File: src/rtl/pool_argmax_stream_if.sv
// Pixel stream bundle for pool_argmax_stream: raster input with frame
// coordinates, pooled output with per-channel argmax index and strobe.
interface pool_argmax_stream_if #(
  parameter int FIXED_BITW = 8,
  parameter int UNITS      = 2,
  parameter int POOL       = 2,
  parameter int W_WIDTH    = 8,
  parameter int W_HEIGHT   = 6
);
  localparam int VW   = $clog2(W_HEIGHT);
  localparam int HW   = $clog2(W_WIDTH);
  localparam int IDXW = 2 * $clog2(POOL);

  logic [FIXED_BITW*UNITS-1:0] in_pixels;
  logic [VW-1:0]               in_vcnt;
  logic [HW-1:0]               in_hcnt;
  logic [FIXED_BITW*UNITS-1:0] out_pixels;
  logic [IDXW*UNITS-1:0]       out_index;
  logic [VW-1:0]               out_vcnt;
  logic [HW-1:0]               out_hcnt;
  logic                        out_valid;

  modport master (
    output in_pixels, in_vcnt, in_hcnt,
    input  out_pixels, out_index, out_vcnt, out_hcnt, out_valid
  );

  modport slave (
    input  in_pixels, in_vcnt, in_hcnt,
    output out_pixels, out_index, out_vcnt, out_hcnt, out_valid
  );
endinterface

File: src/rtl/pool_argmax_stream.sv
// Streaming POOLxPOOL non-overlapping pooling (max with argmax, or floor
// average) over raster pixels with blanking. Three register stages:
// input capture, horizontal reduction, line-buffer merge / output.
module pool_argmax_stream #(
  parameter int WIDTH      = 4,
  parameter int HEIGHT     = 4,
  parameter int W_WIDTH    = 8,
  parameter int W_HEIGHT   = 6,
  parameter int FIXED_BITW = 8,
  parameter int UNITS      = 2,
  parameter int POOL       = 2,
  parameter int MODE       = 0
) (
  input logic                 clock,
  input logic                 n_rst,
  pool_argmax_stream_if.slave bus
);
  localparam int LP   = $clog2(POOL);
  localparam int IDXW = 2 * LP;
  localparam int ACC  = FIXED_BITW + IDXW;
  localparam int LBW  = ACC + IDXW;
  localparam int VW   = $clog2(W_HEIGHT);
  localparam int HW   = $clog2(W_WIDTH);
  localparam int NWC  = WIDTH / POOL;
  localparam int NWR  = HEIGHT / POOL;
  localparam int AW   = (NWC > 1) ? $clog2(NWC) : 1;
  localparam int HLIM = NWC * POOL;
  localparam int VLIM = NWR * POOL;

  // stage 0 decode
  logic            w_start, w_armed, w_act;
  logic [LP-1:0]   w_coff, w_roff;
  logic [AW-1:0]   w_wcol;
  logic [VW-1:0]   w_wrow;

  // stage 1 registers
  logic                        r_armed;
  logic                        r1_valid;
  logic [FIXED_BITW*UNITS-1:0] r1_pix;
  logic [LP-1:0]               r1_coff, r1_roff;
  logic [AW-1:0]               r1_wcol;
  logic [VW-1:0]               r1_wrow;

  // stage 2: horizontal reduction
  logic signed [ACC-1:0] w_px   [UNITS];
  logic signed [ACC-1:0] w_hacc [UNITS];
  logic [LP-1:0]         w_hidx [UNITS];
  logic signed [ACC-1:0] r_hacc [UNITS];
  logic [LP-1:0]         r_hidx [UNITS];
  logic                  r2_valid;
  logic signed [ACC-1:0] r2_part [UNITS];
  logic [LP-1:0]         r2_pidx [UNITS];
  logic [LP-1:0]         r2_roff;
  logic [AW-1:0]         r2_wcol;
  logic [VW-1:0]         r2_wrow;

  // stage 3: vertical merge through the line buffer
  logic [LBW-1:0]        r_lb   [UNITS][1<<AW];
  logic signed [ACC-1:0] w_lbv  [UNITS];
  logic [IDXW-1:0]       w_lbi  [UNITS];
  logic signed [ACC-1:0] w_mval [UNITS];
  logic [IDXW-1:0]       w_midx [UNITS];
  logic [FIXED_BITW*UNITS-1:0] w_opix;
  logic [IDXW*UNITS-1:0]       w_oidx;

  // Decode window position; only pixels of complete windows after the first frame start count
  always_comb begin
    w_start = (bus.in_vcnt == '0) && (bus.in_hcnt == '0);
    w_armed = r_armed || w_start;
    w_act   = w_armed && (32'(bus.in_hcnt) < HLIM) && (32'(bus.in_vcnt) < VLIM);
    w_coff  = bus.in_hcnt[LP-1:0];
    w_roff  = bus.in_vcnt[LP-1:0];
    w_wcol  = AW'(bus.in_hcnt >> LP);
    w_wrow  = VW'(bus.in_vcnt >> LP);
  end

  // Capture the incoming pixel and its window coordinates
  always_ff @(posedge clock) begin
    if (n_rst) begin
      r_armed  <= 1'b0;
      r1_valid <= 1'b0;
      r1_pix   <= '0;
      r1_coff  <= '0;
      r1_roff  <= '0;
      r1_wcol  <= '0;
      r1_wrow  <= '0;
    end else begin
      r_armed  <= w_armed;
      r1_valid <= w_act;
      r1_pix   <= bus.in_pixels;
      r1_coff  <= w_coff;
      r1_roff  <= w_roff;
      r1_wcol  <= w_wcol;
      r1_wrow  <= w_wrow;
    end
  end

  // Running row reduction: restart at col_off 0, strict '>' keeps the earliest max
  always_comb begin
    for (int unsigned p = 0; p < UNITS; p++) begin
      w_px[p]   = ACC'(signed'(r1_pix[p*FIXED_BITW +: FIXED_BITW]));
      w_hacc[p] = r_hacc[p];
      w_hidx[p] = r_hidx[p];
      if (r1_coff == '0) begin
        w_hacc[p] = w_px[p];
        w_hidx[p] = '0;
      end else if (MODE == 1) begin
        w_hacc[p] = r_hacc[p] + w_px[p];
      end else if (w_px[p] > r_hacc[p]) begin
        w_hacc[p] = w_px[p];
        w_hidx[p] = r1_coff;
      end
    end
  end

  // Hold the row accumulator and hand the finished row partial to the merge stage
  always_ff @(posedge clock) begin
    if (n_rst) begin
      r2_valid <= 1'b0;
      r2_roff  <= '0;
      r2_wcol  <= '0;
      r2_wrow  <= '0;
      for (int unsigned p = 0; p < UNITS; p++) begin
        r_hacc[p]  <= '0;
        r_hidx[p]  <= '0;
        r2_part[p] <= '0;
        r2_pidx[p] <= '0;
      end
    end else begin
      r2_valid <= r1_valid && (r1_coff == '1);
      r2_roff  <= r1_roff;
      r2_wcol  <= r1_wcol;
      r2_wrow  <= r1_wrow;
      for (int unsigned p = 0; p < UNITS; p++) begin
        if (r1_valid) begin
          r_hacc[p] <= w_hacc[p];
          r_hidx[p] <= w_hidx[p];
        end
        r2_part[p] <= w_hacc[p];
        r2_pidx[p] <= w_hidx[p];
      end
    end
  end

  // Merge the row partial with the stored column entry; ties keep the stored (earlier) row
  always_comb begin
    w_opix = '0;
    w_oidx = '0;
    for (int unsigned p = 0; p < UNITS; p++) begin
      w_lbv[p]  = signed'(r_lb[p][r2_wcol][LBW-1 -: ACC]);
      w_lbi[p]  = r_lb[p][r2_wcol][IDXW-1:0];
      w_mval[p] = r2_part[p];
      w_midx[p] = {r2_roff, r2_pidx[p]};
      if (r2_roff != '0) begin
        if (MODE == 1) begin
          w_mval[p] = w_lbv[p] + r2_part[p];
        end else if (!(r2_part[p] > w_lbv[p])) begin
          w_mval[p] = w_lbv[p];
          w_midx[p] = w_lbi[p];
        end
      end
      if (MODE == 1) begin
        w_opix[p*FIXED_BITW +: FIXED_BITW] = FIXED_BITW'(w_mval[p] >>> IDXW);
        w_oidx[p*IDXW +: IDXW]             = '0;
      end else begin
        w_opix[p*FIXED_BITW +: FIXED_BITW] = FIXED_BITW'(w_mval[p]);
        w_oidx[p*IDXW +: IDXW]             = w_midx[p];
      end
    end
  end

  // Line buffer write; no reset needed since row_off 0 always overwrites before any read-merge
  always_ff @(posedge clock) begin
    if (r2_valid) begin
      for (int unsigned p = 0; p < UNITS; p++) begin
        r_lb[p][r2_wcol] <= {w_mval[p], w_midx[p]};
      end
    end
  end

  // Output register: strobe on the last row of a window, hold values otherwise
  always_ff @(posedge clock) begin
    if (n_rst) begin
      bus.out_valid  <= 1'b0;
      bus.out_pixels <= '0;
      bus.out_index  <= '0;
      bus.out_vcnt   <= '0;
      bus.out_hcnt   <= '0;
    end else begin
      bus.out_valid <= r2_valid && (r2_roff == '1);
      if (r2_valid && (r2_roff == '1)) begin
        bus.out_pixels <= w_opix;
        bus.out_index  <= w_oidx;
        bus.out_vcnt   <= r2_wrow;
        bus.out_hcnt   <= HW'(r2_wcol);
      end
    end
  end
endmodule

File: src/flat_wrapper.sv
// flat-port wrapper written by rule: the top's interface ports become plain ports
module pool_argmax_stream_flat 
#(
  parameter int WIDTH      = 4,
  parameter int HEIGHT     = 4,
  parameter int W_WIDTH    = 8,
  parameter int W_HEIGHT   = 6,
  parameter int FIXED_BITW = 8,
  parameter int UNITS      = 2,
  parameter int POOL       = 2,
  parameter int MODE       = 0
)
  (clock, n_rst, bus_in_pixels, bus_in_vcnt, bus_in_hcnt, bus_out_pixels, bus_out_index, bus_out_vcnt, bus_out_hcnt, bus_out_valid);
  pool_argmax_stream_if #(.FIXED_BITW(FIXED_BITW), .UNITS(UNITS), .POOL(POOL), .W_WIDTH(W_WIDTH), .W_HEIGHT(W_HEIGHT)) bus_i ();
  input logic clock;
  input logic n_rst;
  input wire logic [$bits(bus_i.in_pixels)-1:0] bus_in_pixels;
  input wire logic [$bits(bus_i.in_vcnt)-1:0] bus_in_vcnt;
  input wire logic [$bits(bus_i.in_hcnt)-1:0] bus_in_hcnt;
  output wire logic [$bits(bus_i.out_pixels)-1:0] bus_out_pixels;
  output wire logic [$bits(bus_i.out_index)-1:0] bus_out_index;
  output wire logic [$bits(bus_i.out_vcnt)-1:0] bus_out_vcnt;
  output wire logic [$bits(bus_i.out_hcnt)-1:0] bus_out_hcnt;
  output wire logic [$bits(bus_i.out_valid)-1:0] bus_out_valid;
  assign bus_i.in_pixels = bus_in_pixels;
  assign bus_i.in_vcnt = bus_in_vcnt;
  assign bus_i.in_hcnt = bus_in_hcnt;
  assign bus_out_pixels = bus_i.out_pixels;
  assign bus_out_index = bus_i.out_index;
  assign bus_out_vcnt = bus_i.out_vcnt;
  assign bus_out_hcnt = bus_i.out_hcnt;
  assign bus_out_valid = bus_i.out_valid;
  pool_argmax_stream #(.WIDTH(WIDTH), .HEIGHT(HEIGHT), .W_WIDTH(W_WIDTH), .W_HEIGHT(W_HEIGHT), .FIXED_BITW(FIXED_BITW), .UNITS(UNITS), .POOL(POOL), .MODE(MODE)) u_core (.clock(clock), .n_rst(n_rst), .bus(bus_i));
endmodule
File: config.mk
export PLATFORM = sky130hd
export DESIGN_NAME = pool_argmax_stream_flat
export DESIGN_NICKNAME = d
export VERILOG_FILES = /design/src/rtl/pool_argmax_stream_if.sv /design/src/rtl/pool_argmax_stream.sv /design/src/flat_wrapper.sv
export SDC_FILE = /design/constraint.sdc
export NUM_CORES = 1
export LEC_CHECK = 0
export ABC_AREA = 1
export CAP_MARGIN = 0
export CORE_ASPECT_RATIO = 1.5
export CORE_MARGIN = 5
export CORE_UTILIZATION = 49
export CTS_CLUSTER_SIZE = 12
export DETAILED_ROUTE_END_ITERATION = 7
export GPL_TIMING_DRIVEN = 1
export MAX_ROUTING_LAYER = met4
export PLACE_DENSITY = 0.77
export SKIP_CTS_REPAIR_TIMING = 1
export SYNTH_ARGS = -nofsm -noshare
export SYNTH_HDL_FRONTEND = slang
export SYNTH_SLANG_ARGS = --single-unit
File: constraint.sdc
create_clock -name clock -period 4.2 [get_ports clock]
set_clock_uncertainty 0.2 [all_clocks]
set_input_delay 0.42 -clock clock [delete_from_list [all_inputs] [get_ports clock]]
set_output_delay 0.42 -clock clock [all_outputs]
set_load 0.02 [all_outputs]
# After elaboration in Yosys (flattened, before gate mapping)
# Memory sizes are Yosys's and may differ from the RTL's.
# Cells that the tools add are included.
[op_classes] n_lt_le_gt_ge=8 n_mux=40 n_bitwise=9 reduce_logical=9
[ops] op="$mux 10" count=12
[ops] op="$mux 12" count=7
[ops] op="$mux 24" count=1
[ops] op="$gt 10x10->1" count=2
[ops] op="$gt 8x10->1" count=2
[ops] op="$mux 1" count=15
[ops] op="$demux 12 s1" count=1
[ops] op="$mux 2" count=4
[ops] op="$or 1x1->1" count=8
[ops] op="$logic_and 1x1->1" count=6
[ops] op="$logic_not 3->1" count=2
[ops] op="$lt 3x3->1 const B" count=2
[ops] op="$ge 2x2->1 const B" count=1
[ops] op="$lt 2x1->1 const B" count=1
[ops] op="$not 1->2" count=1
[ops] op="$logic_or 1x1->1" count=1
[word_totals] ff_bits=55 mem_bits_rw=92 output_inout_bits=27 mem_count=5
[memory_table] memory="u_core.r_lb" words=2 width=24 read_ports=2 rd_clocked_by_memory_dff=0 write_ports=2 line_no="pool_argmax_stream.sv:58" source="logic [LBW-1:0] r_lb [UNITS][1<<AW];"
[memory_table] memory="u_core.r2_part" words=2 width=10 read_ports=2 rd_clocked_by_memory_dff=0 write_ports=2 line_no="pool_argmax_stream.sv:51" source="logic signed [ACC-1:0] r2_part [UNITS];"
[memory_table] memory="u_core.r_hacc" words=2 width=10 read_ports=2 rd_clocked_by_memory_dff=0 write_ports=2 line_no="pool_argmax_stream.sv:48" source="logic signed [ACC-1:0] r_hacc [UNITS];"
[memory_table] memory="u_core.r2_pidx" words=2 width=1 read_ports=2 rd_clocked_by_memory_dff=0 write_ports=2 line_no="pool_argmax_stream.sv:52" source="logic [LP-1:0] r2_pidx [UNITS];"
[memory_table] memory="u_core.r_hidx" words=2 width=1 read_ports=2 rd_clocked_by_memory_dff=0 write_ports=2 line_no="pool_argmax_stream.sv:49" source="logic [LP-1:0] r_hidx [UNITS];"

# Depth between registers and ports, before layout
[logic_depth] depth_word=7 mapped_depth=20 ltp_nobuf=17

# Worst setup path before layout
# Ideal clock, no wire load.
[synth_path] path_type="flip-flop to flip-flop" startpoint="register u_core.r2_wcol" endpoint="memory u_core.r_lb[0][10] (netlist bit) (data pin)" arrival_ns=2.004 required_time_ns=3.729 setup_slack_ns=1.725 stages_incl_launch_ff=14 n_path_buf=3 cell_sequence="dfxtp_1 > buf_4 > buf_2 > mux2i_1 > ha_1 > nand2_1 > inv_1 > a21oi_1 > nand4_1 > nand3_2 > nand2_2 > buf_6 > nand2_1 > o21ai_0"
[synth_lines] item="start, declared" line_no="pool_argmax_stream.sv:54" source="logic [AW-1:0] r2_wcol;"
[synth_lines] item="start signal, assigned" line_no="pool_argmax_stream.sv:132" source="r2_wcol <= r1_wcol;"
[synth_lines] item="end, declared" line_no="pool_argmax_stream.sv:58"

==> metrics.csv <==
metric;value;unit
run_status;finished clean;
fin_crit;2960;ps
die_area;16300;um^2
top_layer;met4;
synth_top_cell_area_share;0.311;
async_flop_share;0;
synthTopCellsByCount;nand2_1 (148), inv_1 (126), nor2_1 (107);
fmax;338;MHz
fp.dieW;106;um
ys_ff_latch;144;
relSlewSlack;0.306;
fill_cells;1168;
wl_met3;645;um
hp-start;u_core.r1_wrow[1];
grt_pass1_wl;21000;um
fin_tns_setup;0;ps
dr_wl_met2;6210;um
postRouteAntennaNets;0;
cp.required;4150;ps
synth_warnings;0;
drtIter0Drc;200;
hpwl;8430;um
clock_sinks;144;
start_kind;register;
crit_type;register to register;
switching_share;0.228;
power.net_switching;741;uW
maxSlewViolCount;0;
clkPwrFrac;0.453;
synth_edf_count;70;
grt_util_all_layers;0.164;
num_vias;4810;
gp_congestion;0.836;
cts_root_buffer;clkbuf_16;
finish.net_count;873;
area_growth;16.5;%
multi_input_area;2510;um^2
drcViolationCount;0;
tightest_slew;1040;ps
initial_core_util;0.499;
antenna_found_initial;0;
cts_buffer_depth;2;
seq_power_share;0.470;
yosysMostFrequentCell;nand2_1;
critical_path.startpoint;u_core.r2_wcol;
overflow;0;
clock_latency;420;ps
yosys-top-cells-area;edfxtp_1 (31%), dfxtp_1 (22%), nand2_1 (8.2%);
cp_data_arrival_time;2910;ps
fp-row-count;52;
max_cap_violations;0;
timing.final.hold_violations;0;
synth_top_cell_by_area;edfxtp_1;
pin_count;51;
yosysUniqueCellTypes;38;
wl_met1;5270;um
timing.rr.start;u_core.r2_wcol;
period_share;0.704;
h-tree-depth;4;
final_layout_size_suffix_gt1_frac;0.103;
p_per_area;413;nW/um^2
r2r_setup_slack;1240;ps
whs;202;ps
die-height;154;um
cellLeakagePower;0.00363;uW
synth_area;6760;um^2
grt_pass1_vias;4718;
netlist_instances;767;
worstPathMaxFanout;27;
core;13500;um^2
grt_max_degree;69;
dr.pass1.iters;5;
critPathCaptureType;register;
finalSetupViolCount;0;
avgSynthCellArea;8.81;um^2
irDropWorstVdd;0.280;mV
internal_power;2510;uW
routed_wl;12300;um
routedWlPerCell;12.5;um
comb_power_share;0.076;
cts_tree;done;
cts-buffers-inserted;17;
ys_seq_area_frac;0.530;
antenna_cells;0;
synth_flop_cell;dfxtp_1;
seq_area;3580;um^2
io_buffer_count;47;
rsz0062_at_grt;no;
clk_pin_slew;60;ps
hold_path_class;register to register;
vias_per_cell;4.89;
-- power groups by stage --
stage | Sequential, uW | Clock (uW) | Combinational (uW)
2_1_floorplan | 1550 | 0 | 199
3_3_place_gp | 1560 | 0 | 239
3_5_place_dp | 1560 | 0 | 247
4_1_cts | 1530 | 1490 | 250
5_1_grt | 1530 | 1550 | 287
6_report | 1530 | 1480 | 248
-- metrics by stage --
step / total power, uW / cells / util / area (um^2) / setup slack (ps)
after floorplan: 1750 / 769 / - / 6760 / 1720
after global placement: 1800 / 952 / 0.538 / 7280 / 1380
after detailed placement: 1810 / 952 / 0.538 / 7280 / 1290
after CTS: 3270 / 984 / 0.582 / 7870 / 1260
after global routing: 3370 / 984 / 0.582 / 7870 / 932
final: 3250 / 984 / 0.582 / 7870 / 1240
-- layout make-up --
class / count / area share
flip-flops and latches: 144 / 0.455
well taps: 162 / 0.0258
inverters: 128 / 0.0610
clock buffers: 23 / 0.0649
multi-input cells: 466 / 0.319
clock inverters: 9 / 0.00970
repair buffers: 52 / 0.0639
-- sequential cells by signal, indices dropped and copies added, names as in the netlist --
signal and cells:
u_core.bus.out_vcnt 2, u_core.r2_pidx 2, u_core.r1_valid 1, u_core.r1_roff 1, u_core.bus.out_hcnt 1, u_core.r1_coff 1, u_core.r2_wcol 1, u_core.r_hacc 20
u_core.r1_wrow 2, u_core.r1_wcol 1, u_core.r1_pix 16, u_core.r2_wrow 2, u_core.bus.out_valid 1, u_core.bus.out_index 4, u_core.r_armed 1, u_core.r_lb 48
u_core.r2_part 20, u_core.r2_valid 1, u_core.r_hidx 2, u_core.bus.out_pixels 16, u_core.r2_roff 1
-- worst max-delay path, stage by stage (launching register included) --
cell and delay, ps:
dfxtp_1 340, buf_4 330, mux2i_1 270, ha_1 300, nand2_1 120, inv_1 50, a21oi_1 210, nand3_1 100
nand2_1 80, nand3_2 210, nand2_2 300, o21ai_0 150
-- path summary, 6_finish.rpt --
kind / endpoint / cells past startpoint
worst min-delay path: u_core.r2_wrow[1] / 2
worst min register to register: u_core.r2_wrow[1] / 2
worst max register to register: u_core.r_lb[0][46] / 11
worst max-delay path: u_core.r_lb[0][46] / 11
-- per-layer routing --
metal	vias to the layer above	track usage
li1	2521	-
met1	2146	0.190
met2	120	0.276
met3	23	0.0378
met4	0	0.0648
met5	-	-
-- layout by cell type, fill, tap and decap left out, types with 4 or more instances in the layout --
cell             instances
mux2i_1                  6
or2_2                   12
nand3_2                  4
clkinv_2                 5
buf_4                    5
nor2_2                   4
o21ai_2                 10
a21oi_1                 22
o21ai_0                 17
nand4_1                  7
clkbuf_16               19
nand2_1                148
clkdlybuf4s50_1         46
inv_1                  126
nand2_2                 10
edfxtp_1                70
nand3_1                 57
dfxtp_1                 74
ha_1                    40
nor2_1                 106
nand2_4                  5
-- cell families (layout without fill, tap and decap cells) --
kind of cell | Yosys count | in the layout | share of synthesized area
adder cells (fa/ha/maj) | 40 | 40 | 0.0741
AO/OA/AOI/OAI | 56 | 56 | 0.0494
AND/OR/NAND/NOR | 361 | 361 | 0.238
other | 1 | 3 | 0.000555
multiplexers | 6 | 6 | 0.00889
flip-flops | 144 | 144 | 0.530
buffers and inverters | 159 | 212 | 0.0991
(Power assumes the default switching activity.)
